===== config.mk =====
export PLATFORM = sky130hd
export DESIGN_NAME = wishbone_master
export DESIGN_NICKNAME = d
export VERILOG_FILES = /design/src/rtl/wishbone_master_pkg.sv /design/src/rtl/wb_req_fifo.sv /design/src/rtl/wishbone_master.sv
export SDC_FILE = /design/constraint.sdc
export NUM_CORES = 1
export LEC_CHECK = 0
export BUFFER_PORTS_ARGS = -buffer_cell sky130_fd_sc_hd__buf_2
export CORE_ASPECT_RATIO = 0.75
export CORE_MARGIN = 3
export CORE_UTILIZATION = 55
export CTS_CLUSTER_DIAMETER = 80
export DETAILED_ROUTE_END_ITERATION = 7
export PLACE_DENSITY_LB_ADDON = 0.08
export SETUP_SLACK_MARGIN = 0.15
export SYNTH_ARGS = -nofsm -noshare
export SYNTH_HDL_FRONTEND = slang
export SYNTH_HIERARCHICAL = 1
export SYNTH_SLANG_ARGS = --single-unit

===== constraint.sdc =====
create_clock -name clock -period 8.2 [get_ports clock]
set_clock_uncertainty 0.15 [all_clocks]
set_input_delay 1.23 -clock clock [delete_from_list [all_inputs] [get_ports clock]]
set_output_delay 1.23 -clock clock [all_outputs]
set_load 0.02 [all_outputs]

===== src/rtl/wishbone_master_pkg.sv =====
// Shared definitions for the Wishbone master: FSM encoding and request-record layout.
package wishbone_master_pkg;

  typedef enum logic [1:0] {StIdle, StStrobe, StRelease} wb_state_e;

  localparam int unsigned DataWDefault = 64;

  // Request record layout: {we, adr, data[DATA_W-1:0]}
  function automatic int unsigned req_width(int unsigned data_w);
    return data_w + 2;
  endfunction

  function automatic int unsigned adr_offset(int unsigned data_w);
    return data_w;
  endfunction

  function automatic int unsigned we_offset(int unsigned data_w);
    return data_w + 1;
  endfunction

endpackage


===== src/rtl/wb_req_fifo.sv =====
// Synchronous request FIFO with async reset; head entry is visible on rdata while not empty.
module wb_req_fifo #(
  parameter int unsigned Width = 66,
  parameter int unsigned Depth = 4,
  localparam int unsigned PtrW = $clog2(Depth),
  localparam int unsigned CntW = PtrW + 1
) (
  input  logic             clock,
  input  logic             reset,
  input  logic             push,
  input  logic             pop,
  input  logic [Width-1:0] wdata,
  output logic [Width-1:0] rdata,
  output logic             full,
  output logic             empty,
  output logic [CntW-1:0]  count
);

  logic [Width-1:0] mem [Depth];
  logic [PtrW-1:0]  wr_ptr;
  logic [PtrW-1:0]  rd_ptr;
  logic             do_push;
  logic             do_pop;

  assign full    = (count == CntW'(Depth));
  assign empty   = (count == '0);
  assign do_push = push && !full;
  assign do_pop  = pop && !empty;
  assign rdata   = mem[rd_ptr];

  always_ff @(posedge clock) begin
    if (do_push) begin
      mem[wr_ptr] <= wdata;
    end
  end

  // Depth is a power of two, so pointers wrap naturally.
  always_ff @(posedge clock or posedge reset) begin
    if (reset) begin
      wr_ptr <= '0;
      rd_ptr <= '0;
      count  <= '0;
    end else begin
      if (do_push) wr_ptr <= wr_ptr + 1'b1;
      if (do_pop)  rd_ptr <= rd_ptr + 1'b1;
      if (do_push && !do_pop) begin
        count <= count + 1'b1;
      end else if (do_pop && !do_push) begin
        count <= count - 1'b1;
      end
    end
  end

endmodule


===== src/rtl/wishbone_master.sv =====
// Queues host requests and issues them one at a time as Wishbone classic cycles with timeout.
module wishbone_master
  import wishbone_master_pkg::*;
#(
  parameter int unsigned DATA_W     = DataWDefault,
  parameter int unsigned FIFO_DEPTH = 4,
  parameter int unsigned TIMEOUT    = 16
) (
  input  logic              clock,
  input  logic              reset,
  input  logic              req_valid,
  output logic              req_ready,
  input  logic              req_we,
  input  logic              req_adr,
  input  logic [DATA_W-1:0] req_data,
  output logic              rsp_valid,
  output logic [DATA_W-1:0] rsp_data,
  output logic              rsp_error,
  output logic              we_o,
  output logic              adr_o,
  output logic              strobe_o,
  output logic [DATA_W-1:0] wb_data_o,
  input  logic [DATA_W-1:0] wb_data_i,
  input  logic              ack_i,
  output logic              busy
);

  localparam int unsigned ReqW   = req_width(DATA_W);
  localparam int unsigned AdrOff = adr_offset(DATA_W);
  localparam int unsigned WeOff  = we_offset(DATA_W);
  localparam int unsigned CntW   = $clog2(FIFO_DEPTH) + 1;
  localparam int unsigned TmrW   = $clog2(TIMEOUT);

  wb_state_e         state;
  logic [TmrW-1:0]   timer;
  logic [ReqW-1:0]   head;
  logic              fifo_full;
  logic              fifo_empty;
  logic [CntW-1:0]   fifo_count;
  logic              pop;

  assign req_ready = (fifo_count != CntW'(FIFO_DEPTH));
  assign pop       = (state == StIdle) && !fifo_empty;
  assign busy      = !fifo_empty || (state != StIdle);

  wb_req_fifo #(
    .Width (ReqW),
    .Depth (FIFO_DEPTH)
  ) u_fifo (
    .clock (clock),
    .reset (reset),
    .push  (req_valid && !fifo_full),
    .pop   (pop),
    .wdata ({req_we, req_adr, req_data}),
    .rdata (head),
    .full  (fifo_full),
    .empty (fifo_empty),
    .count (fifo_count)
  );

  always_ff @(posedge clock or posedge reset) begin
    if (reset) begin
      state     <= StIdle;
      timer     <= '0;
      strobe_o  <= 1'b0;
      we_o      <= 1'b0;
      adr_o     <= 1'b0;
      wb_data_o <= '0;
      rsp_valid <= 1'b0;
      rsp_data  <= '0;
      rsp_error <= 1'b0;
    end else begin
      unique case (state)
        StIdle: begin
          rsp_valid <= 1'b0;
          if (!fifo_empty) begin
            we_o      <= head[WeOff];
            adr_o     <= head[AdrOff];
            wb_data_o <= head[DATA_W-1:0];
            strobe_o  <= 1'b1;
            timer     <= '0;
            state     <= StStrobe;
          end
        end
        StStrobe: begin
          // Ack takes priority over a timeout expiring on the same edge.
          if (ack_i || timer == TmrW'(TIMEOUT - 1)) begin
            rsp_data  <= (ack_i && !we_o) ? wb_data_i : '0;
            rsp_error <= !ack_i;
            rsp_valid <= 1'b1;
            strobe_o  <= 1'b0;
            we_o      <= 1'b0;
            adr_o     <= 1'b0;
            wb_data_o <= '0;
            state     <= StRelease;
          end else begin
            timer <= timer + 1'b1;
          end
        end
        StRelease: begin
          rsp_valid <= 1'b0;
          state     <= StIdle;
        end
        default: state <= StIdle;
      endcase
    end
  end

endmodule


Word-level counts from Yosys, hierarchy flattened:

Memory sizes are Yosys's and may differ from the RTL's.
Index checks and enable logic that the tools add are counted.

* add/subtract/negate cells: 5
* equality and inequality tests: 8
* mux-type cells: 23
* reductions and logical operators: 27

Operator list (count)
* 2-to-1 mux 64 bit: 3
* one-hot mux 64 bit (2 select lines): 1
* 2-to-1 mux 4 bit: 2
* one-hot mux 1 bit (2 select lines): 4
* one-hot mux 4 bit (2 select lines): 1
* nonzero test 2 bit: 4
* logical AND 1 bit: 7
* 2-to-1 mux 1 bit: 7
* zero test 1 bit: 6
* 2-to-1 mux 3 bit: 2
* != test 2 bit, second input constant: 3
* AND reduction 2 bit: 3
* AND reduction 3 bit: 2
* adder 2 x 1 -> 2 bit, second input constant: 2
* adder 4 x 1 -> 4 bit, second input constant: 1
* == test 4 bit, second input constant: 1
* 2-to-1 mux 2 bit: 2
* one-hot mux 2 bit (2 select lines): 1
* adder 3 x 1 -> 3 bit, second input constant: 1
* == test 3 bit, second input constant: 1
* zero test 3 bit: 1
* != test 3 bit, second input constant: 1
* subtractor 3 x 1 -> 3 bit, second input constant: 1
* == test 2 x 1 -> 1 bit, second input constant: 1
* 4 further kinds: 5

* bits in registers: 146
* bits in writable memories: 264
* memories kept: 1

Memories
* u_fifo.mem: words 4, width 66, read ports 1, clocked after Yosys merged registers in 0, wr ports 1, line wb_req_fifo.sv:19 `logic [Width-1:0] mem [Depth];`

Depth between registers and ports, before layout:

Gate-level depths: netlist of run 1.

* depth after elaboration: 8
* gate-level depth with buffers: 12
* mapped depth without buffers: 10

Hierarchy:

Netlist of run 1, hierarchy kept.

Modules (own cells, without submodules)
* wb_req_fifo: times used 1, cells an instance 381, area an instance 9965.8 um^2
* wishbone_master: times used 1, cells an instance 473, area an instance 5256.3 um^2

Worst setup path after synthesis of run 1:

OpenSTA, ideal clock, no wires.

* path kind: input-to-reg
* start: input port req_valid
* end: memory u_fifo.mem[0][0], enable pin
* library setup time: 0.431 ns
* arrival time: 3.168 ns
* required time: 7.619 ns
* path slack: 4.451 ns
* stages: 4
* buffers on the path: 1
* path through: nor2b_1 -> nor2b_1 -> buf_2 -> and2_1

* word-level cells in the longest chain between the ends: 4

Ends and longest elaborated chain
* start: declaration: line wishbone_master.sv:11 `input logic req_valid,`
* logical AND 1 bit: line wishbone_master.sv:52 `.push (req_valid && !fifo_full),`
* logical AND 1 bit: line wb_req_fifo.sv:27 `assign do_push = push && !full;`
* named net u_fifo.do_push: line wb_req_fifo.sv:22 `logic do_push;`
* 2-to-1 mux 1 bit: line wb_req_fifo.sv:32 `if (do_push) begin`
* 2-to-1 mux 1 bit (not written as such): line wb_req_fifo.sv:33 `mem[wr_ptr] <= wdata;`
* end: declaration: line wb_req_fifo.sv:19

The timed path passes the listed nets, and every way through them passes these cells.

Worst setup path in the final report of run 1:

* start: register u_fifo.count[0]
* end: register u_fifo.count[1]

* word-level cells in the longest chain between the ends: 7
* elaborated cells on any way between the ends: 17

Ends and longest elaborated chain
* start: declaration: line wb_req_fifo.sv:16 `output logic [CntW-1:0] count`
* start signal: assignment: line wb_req_fifo.sv:47 `count <= count + 1'b1;`
* start signal: assignment: line wb_req_fifo.sv:49 `count <= count - 1'b1;`
* zero test 3 bit *: line wb_req_fifo.sv:26 `assign empty = (count == '0);`
* named net fifo_empty: line wishbone_master.sv:38 `logic fifo_empty;`
* zero test 1 bit *: line wb_req_fifo.sv:28, wishbone_master.sv:43
* logical AND 1 bit: line wishbone_master.sv:43 `assign pop = (state == StIdle) && !fifo_empty;`
* logical AND 1 bit *: line wb_req_fifo.sv:28 `assign do_pop = pop && !empty;`
* zero test 1 bit: line wb_req_fifo.sv:46 `if (do_push && !do_pop) begin`
* logical AND 1 bit: line wb_req_fifo.sv:46
* 2-to-1 mux 3 bit or nonzero test 2 bit (tied branches)

The timed path passes the listed nets; every way through them passes the cells marked *. The select of a mux whose other input is x is not followed.
A chain may end at the register's enable or synchronous reset.

==> flow_summary.json, run 1 <==
{
  "status": "complete, no violations",
  "cts_tree": "built",
  "yosys_most_used_dff": "edfxtp_1",
  "rows": 52,
  "hp-class": "reg -> reg",
  "worstPathRequired_ps": 8460,
  "setup-tns-final_ps": 0,
  "swShare": 0.344,
  "grt_max_degree": 80,
  "numPortBuffers": 268,
  "slew_headroom": 0.286,
  "cts-hold-fix-buffers": 0,
  "drt-wirelength-per-cell_um": 21.6,
  "ys.warnings.count": 6,
  "htree_levels": 2,
  "start_util": 0.561,
  "worst-path-buf-inv": 3,
  "ctsResizeCount": 0,
  "arrival_ps": 3470,
  "synthesis.area_mm2": 0.0152,
  "clockBufferDepth": 3,
  "postSynth.asyncResetShare": 0.356,
  "place_ws_ps": 4720,
  "tightest_slew_ps": 1070,
  "critical_path_class": "reg -> reg",
  "area_growth_pct": 18.3,
  "synthesis.nets": 995,
  "clk_latency_ps": 520,
  "post-route-util": 0.664,
  "hpwlAfterDp_um": 19300,
  "leakagePower_uw": 0.00725,
  "cts_setup_buffers": 0,
  "p_comb_frac": 0.321,
  "synth_cell_types": 38,
  "grt_pass1_vias": 8516,
  "multi_input_area_mm2": 0.00332,
  "vias_per_cell": 5.61,
  "p_int_uw": 4760,
  "die_w_um": 198,
  "die_h_um": 150,
  "ys_ff_latch": 410,
  "crit_path_max_incr_delay_ps": 660,
  "grtUsageTotal": 0.216,
  "grt.overflow.total": 0,
  "ys_seq_area_frac": 0.761,
  "setup_viol": 0,
  "cp-start-kind": "flip-flop",
  "antenna_found_initial": 7,
  "grt_pass1_wl_um": 49300,
  "core_mm2": 0.0271,
  "cap_violations": 0,
  "ir_worst_vdd_uv": 222,
  "p_switching_uw": 2490,
  "rsz0062_at_grt": "false",
  "crit_path_top_delay_cell": "buf_4",
  "power_frac_seq": 0.443,
  "clkSlewWorstSetupHoldPaths_ps": 60,
  "dr.pass1.iters": 4,
  "vias": 8422,
  "clkPwrFrac": 0.236,
  "dieArea_mm2": 0.0297,
  "fillers": 1911,
  "regArea_mm2": 0.0116,
  "fin_crit_sh": 0.392,
  "syn_inst": 854,
  "cts_sinks": 410,
  "root_buffer": "clkbuf_16",
  "drive_above_1_share": 0.354,
  "drc": 0,
  "final-max-slew-violation-count": 0,
  "period_minus_slack_ps": 3220,
  "power_density_mw_per_mm2": 403,
  "drtIter0Drc": 415,
  "worst_slack_ps": 4980,
  "cp_top_family": "simple AND/OR/NAND/NOR gates",
  "gp_congestion": 0.770,
  "route.antenna.remaining_nets": 0,
  "avgSynthCellArea_um2": 17.8,
  "cp-end-kind": "flip-flop",
  "final_hold_viol_count": 0,
  "hold-worst-slack_ps": 347,
  "nets": 1260,
  "path_cells": "nor3_1, or3_2, inv_2, buf_4, nand2b_1, ha_1, inv_1, fa_1, mux2_2",
  "boundaryPins": 269,
  "cts_buffers": 39,
  "max_freq_mhz": 311,
  "critPathMaxFanout": 70,
  "routed_wl_um": 32400,
  "synth_edf_count": 264
}
## registers in the layout, summed over array words and instances (netlist names)
| register | count |
|---|---|
| adr_o | 1 |
| we_o | 1 |
| u_fifo/count | 3 |
| timer | 4 |
| wb_data_o | 64 |
| u_fifo/mem | 264 |
| state | 2 |
| rsp_data | 64 |
| strobe_o | 1 |
| rsp_valid | 1 |
| u_fifo/rd_ptr | 2 |
| rsp_error | 1 |
| u_fifo/wr_ptr | 2 |
## stage by stage
stage / instance area (um2) / total power, uW / cells
CTS: 18000 / 7360 / 1501
detailed placement: 16800 / 5620 / 1429
floorplan: 15200 / 4870 / 854
finish: 18000 / 7260 / 1502
global placement: 16800 / 5580 / 1429
global route: 18000 / 7670 / 1502
## cells in the mapped netlist, types with 2 or more instances
cell type / n / area, um2
dfrtp_1: 146 / 3650
inv_1: 7 / 26.3
ha_1: 6 / 75.1
nor3_1: 2 / 10.0
edfxtp_1: 264 / 7930
buf_2: 28 / 140
nor2_1: 5 / 18.8
mux2_2: 2 / 22.5
clkbuf_1: 11 / 41.3
xnor2_1: 4 / 35.0
a22o_1: 64 / 561
buf_4: 4 / 30.0
nand2_1: 139 / 522
mux2i_1: 2 / 20.0
nand2b_1: 3 / 18.8
mux4_2: 66 / 1490
or3_1: 2 / 12.5
nor2b_1: 3 / 18.8
o21ai_0: 64 / 320
o21ai_1: 2 / 10.0
and2_1: 4 / 25.0
and3_1: 2 / 12.5
buf_12: 3 / 60.1
buf_6: 3 / 33.8
buf_1: 3 / 11.3
xor2_1: 2 / 17.5
nor3b_1: 2 / 15.0
## power by group through the flow
stage,combinational (uW),sequential (uW),clock [uW]
after floorplan,1360,3510,0
after global placement,2330,3240,0
after detailed placement,2360,3260,0
after CTS,2370,3220,1760
after global routing,2540,3290,1840
final,2330,3220,1710
## layer usage
metal / global-route usage / share of wire
met1: 0.312 / 0.44
met4: 0.0513 / 0.023
met3: 0.0511 / 0.065
met2: 0.341 / 0.47
met5: 0 / 0.0028
## area by class of cell
cell class,count,share of cell area
sequential,410,0.644
tap,351,0.0244
clock buffer,54,0.0584
antenna,1,0.000139
multi-input combinational,384,0.184
timing repair buffer,276,0.0778
inverter,8,0.00195
clock inverter,18,0.00945
## worst reg2reg max path, cell delays in order, from the launching register on
cell and delay [ps]:
dfrtp_1 460, nor3_1 140, or3_2 450, inv_2 60
buf_4 660, nand2b_1 200, ha_1 260, inv_1 70
fa_1 400, mux2_2 260
## path summary, 6_finish.rpt
kind / from / endpoint / slack, ps / cells past startpoint
worst max-delay path: u_fifo/count[0]$_DFFE_PP0P_ / u_fifo/count[1]$_DFFE_PP0P_ / 4980 / 9
worst min-delay path: rsp_data[55]$_DFFE_PP0P_ / rsp_data[55]$_DFFE_PP0P_ / 350 / 1
worst max register to register: u_fifo/count[0]$_DFFE_PP0P_ / u_fifo/count[1]$_DFFE_PP0P_ / 4980 / 9
worst min register to register: rsp_data[55]$_DFFE_PP0P_ / rsp_data[55]$_DFFE_PP0P_ / 350 / 1
max in group asynchronous: reset / wb_data_o[20]$_DFFE_PP0P_ / 5910 / 3
min in group asynchronous: reset / u_fifo/wr_ptr[1]$_DFFE_PP0P_ / 530 / 2
## layout by cell type, fill, tap and decap left out, drive strengths merged, types with 3 or more instances in the layout
master	count
a22o	64
and2	4
buf	276
clkbuf	54
clkinv	14
dfrtp	146
edfxtp	264
ha	6
inv	10
mux4	66
nand2	139
nand2b	3
nor2	5
nor2b	3
nor3b	3
o21ai	67
xnor2	4
## logic make-up after synthesis
group                    after synthesis  share of synthesized area
adder cells (fa/ha/maj)                7                    0.00625
AND/OR/NAND/NOR                      167                     0.0456
multiplexers                          70                      0.100
buffers and inverters                 60                     0.0228
XOR/XNOR                               6                    0.00345
AO/OA/AOI/OAI                        134                     0.0607
flip-flops                           410                      0.761
Power figures use the tool's default switching activity.
==> inputs of run 2 (changes only) <==
==> constraint.sdc (replaced) <==
create_clock -name clock -period 3.2 [get_ports clock]
set_clock_uncertainty 0.15 [all_clocks]
set_input_delay 0.48 -clock clock [delete_from_list [all_inputs] [get_ports clock]]
set_output_delay 0.48 -clock clock [all_outputs]
set_load 0.02 [all_outputs]
==> flow_summary.json, run 2 (synthesized netlist as in run 1, its figures left out) <==
{
  "vias": 8561,
  "antenna_found_initial": 8,
  "rsz0062_at_grt": "false",
  "vias_per_cell": 5.53,
  "hp-class": "in -> reg",
  "routed_wl_um": 32400,
  "largest_register_ffs": 264,
  "cts_buffers": 39,
  "nets": 1306,
  "worstPathRequired_ps": 3510,
  "drive_above_1_share": 0.357,
  "area_growth_pct": 22.1,
  "critical_path_class": "reg -> reg",
  "path_common_cell": "xor2_1",
  "grt_pass1_vias": 8611,
  "drt-wirelength-per-cell_um": 21.0,
  "busiest_layer": "met2",
  "boundaryPins": 269,
  "gp_congestion": 0.731,
  "period_minus_slack_ps": 2660,
  "numPortBuffers": 268,
  "totalPowerFinal_uw": 19000,
  "root_buffer": "clkbuf_16",
  "setup_viol": 0,
  "grt.overflow.total": 0,
  "crit_path_max_incr_delay_ps": 450,
  "drc": 0,
  "design_area_mm2": 0.0186,
  "clockBufferDepth": 3,
  "power_density_mw_per_mm2": 1020,
  "place_area_mm2": 0.0170,
  "worst_slack_ps": 536,
  "crit_path_top_delay_cell": "dfrtp_1",
  "worst-path-buf-inv": 2,
  "dieArea_mm2": 0.0297,
  "cts_sinks": 410,
  "setup-tns-final_ps": 0,
  "grt_use_met2": 0.347,
  "die_w_um": 198,
  "place_ws_ps": 434,
  "max_freq_mhz": 375,
  "slew_headroom": 0.428,
  "grtUsageTotal": 0.217,
  "htree_levels": 2,
  "grt_pass1_wl_um": 49300,
  "p_switching_uw": 6400,
  "rr_startpoint": "u_fifo/count[0]$_DFFE_PP0P_",
  "grt_use_met1": 0.303,
  "swShare": 0.338,
  "multi_input_area_mm2": 0.00332,
  "layout_commonest_cell": "buf_2",
  "cap_violations": 0,
  "fin_crit_sh": 0.832,
  "regArea_mm2": 0.0116,
  "cp-end-kind": "flip-flop",
  "cts_tree": "built",
  "rows": 52,
  "status": "complete, no violations",
  "largestRegisters": "u_fifo/mem: 264 flops, rsp_data: 64 flops, wb_data_o: 64 flops",
  "clkSlewWorstSetupHoldPaths_ps": 70,
  "power_frac_seq": 0.432,
  "hpwlAfterDp_um": 20400,
  "grt_max_degree": 70,
  "drtIter0Drc": 488,
  "mostFrequentLayoutCells": "buf_2, edfxtp_1, dfrtp_1, nand2_1, mux4_2",
  "clk_latency_ps": 530,
  "path_cells": "nor3_1, or3_4, inv_2, nand2b_1, ha_1, inv_1, fa_1, xor2_1, nor2_1, xor2_1",
  "crit_start": "u_fifo/count[0]$_DFFE_PP0P_",
  "post-route-util": 0.685,
  "p_comb_frac": 0.330,
  "core_mm2": 0.0271,
  "largest_register": "u_fifo/mem",
  "critPathMaxFanout": 20,
  "die_h_um": 150,
  "final-max-slew-violation-count": 0,
  "use_met3": 0.0572,
  "leakagePower_uw": 0.00751,
  "arrival_ps": 2970,
  "cp-start-kind": "flip-flop",
  "cp_top_family": "simple AND/OR/NAND/NOR gates",
  "tightest_slew_ps": 858,
  "clkPwrFrac": 0.238,
  "start_util": 0.561,
  "dr.pass1.iters": 4,
  "ir_worst_vdd_uv": 622,
  "fillers": 1888,
  "route.antenna.remaining_nets": 0,
  "final_hold_viol_count": 0,
  "min_from": "req_data[56]",
  "p_int_uw": 12500
}
==> run 2: cell count changes in the layout (fill, tap and decap cells not counted), sizes merged, moves of 2 or more <==
cell | before | now
buf | 276 | 292
clkbuf | 54 | 56
clkinv | 14 | 8
inv | 10 | 8
diode | 1 | 3
clkinvlp | 0 | 2
dlygate4sd3 | 0 | 30
==> run 2: final cells by class <==
| type | instances | share of cell area |
|---|---|---|
| Antenna cell | 3 | 0.000404 |
| Clock buffer | 56 | 0.0598 |
| Clock inverter | 13 | 0.00760 |
| Inverter | 8 | 0.00182 |
| Multi-Input combinational cell | 384 | 0.179 |
| Sequential cell | 410 | 0.623 |
| Tap cell | 351 | 0.0236 |
| Timing Repair Buffer | 322 | 0.105 |
==> run 2: worst paths after layout <==
check	to	slack, ps	cells past startpoint
min in group asynchronous	u_fifo/count[2]$_DFFE_PP0P_	330	3
setup / recovery	u_fifo/count[2]$_DFFE_PP0P_	540	10
hold / removal	u_fifo/mem[2][56]$_DFFE_PP_	20	1
setup reg to reg	u_fifo/count[2]$_DFFE_PP0P_	540	10
max in group asynchronous	rsp_data[50]$_DFFE_PP0P_	1530	4
hold reg to reg	rsp_data[26]$_DFFE_PP0P_	350	1
==> run 2: layer usage <==
metal / up-vias / share of wire
li1: 3882 / -
met1: 4364 / 0.44
met2: 252 / 0.47
met3: 51 / 0.070
met4: 12 / 0.017
met5: - / 0.0025
==> run 2: metrics by stage <==
| stage | cells | hold WS [ps] |
|---|---|---|
| 2_1_floorplan | 854 | 133 |
| 3_3_place_gp | 1445 | 315 |
| 3_5_place_dp | 1445 | 320 |
| 4_1_cts | 1544 | 0.117 |
| 5_1_grt | 1546 | 3.32 |
| 6_report | 1547 | 21.5 |
==> run 2: power groups by stage <==
stage	Clock [uW]	Sequential (uW)	Combinational [uW]
6_report	4520	8180	6250
5_1_grt	4850	8350	6810
4_1_cts	4620	8200	6350
3_5_place_dp	0	8290	6300
3_3_place_gp	0	8250	6200
2_1_floorplan	0	8960	3500
==> run 2: repair_timing <==
action | in CTS | in global routing
hold buffers | 30 | 0
setup buffers | 0 | 0
setup endpoints to repair | 0 | 1
endpoints found under the hold margin | 116 | 0
resized for setup | 0 | 1
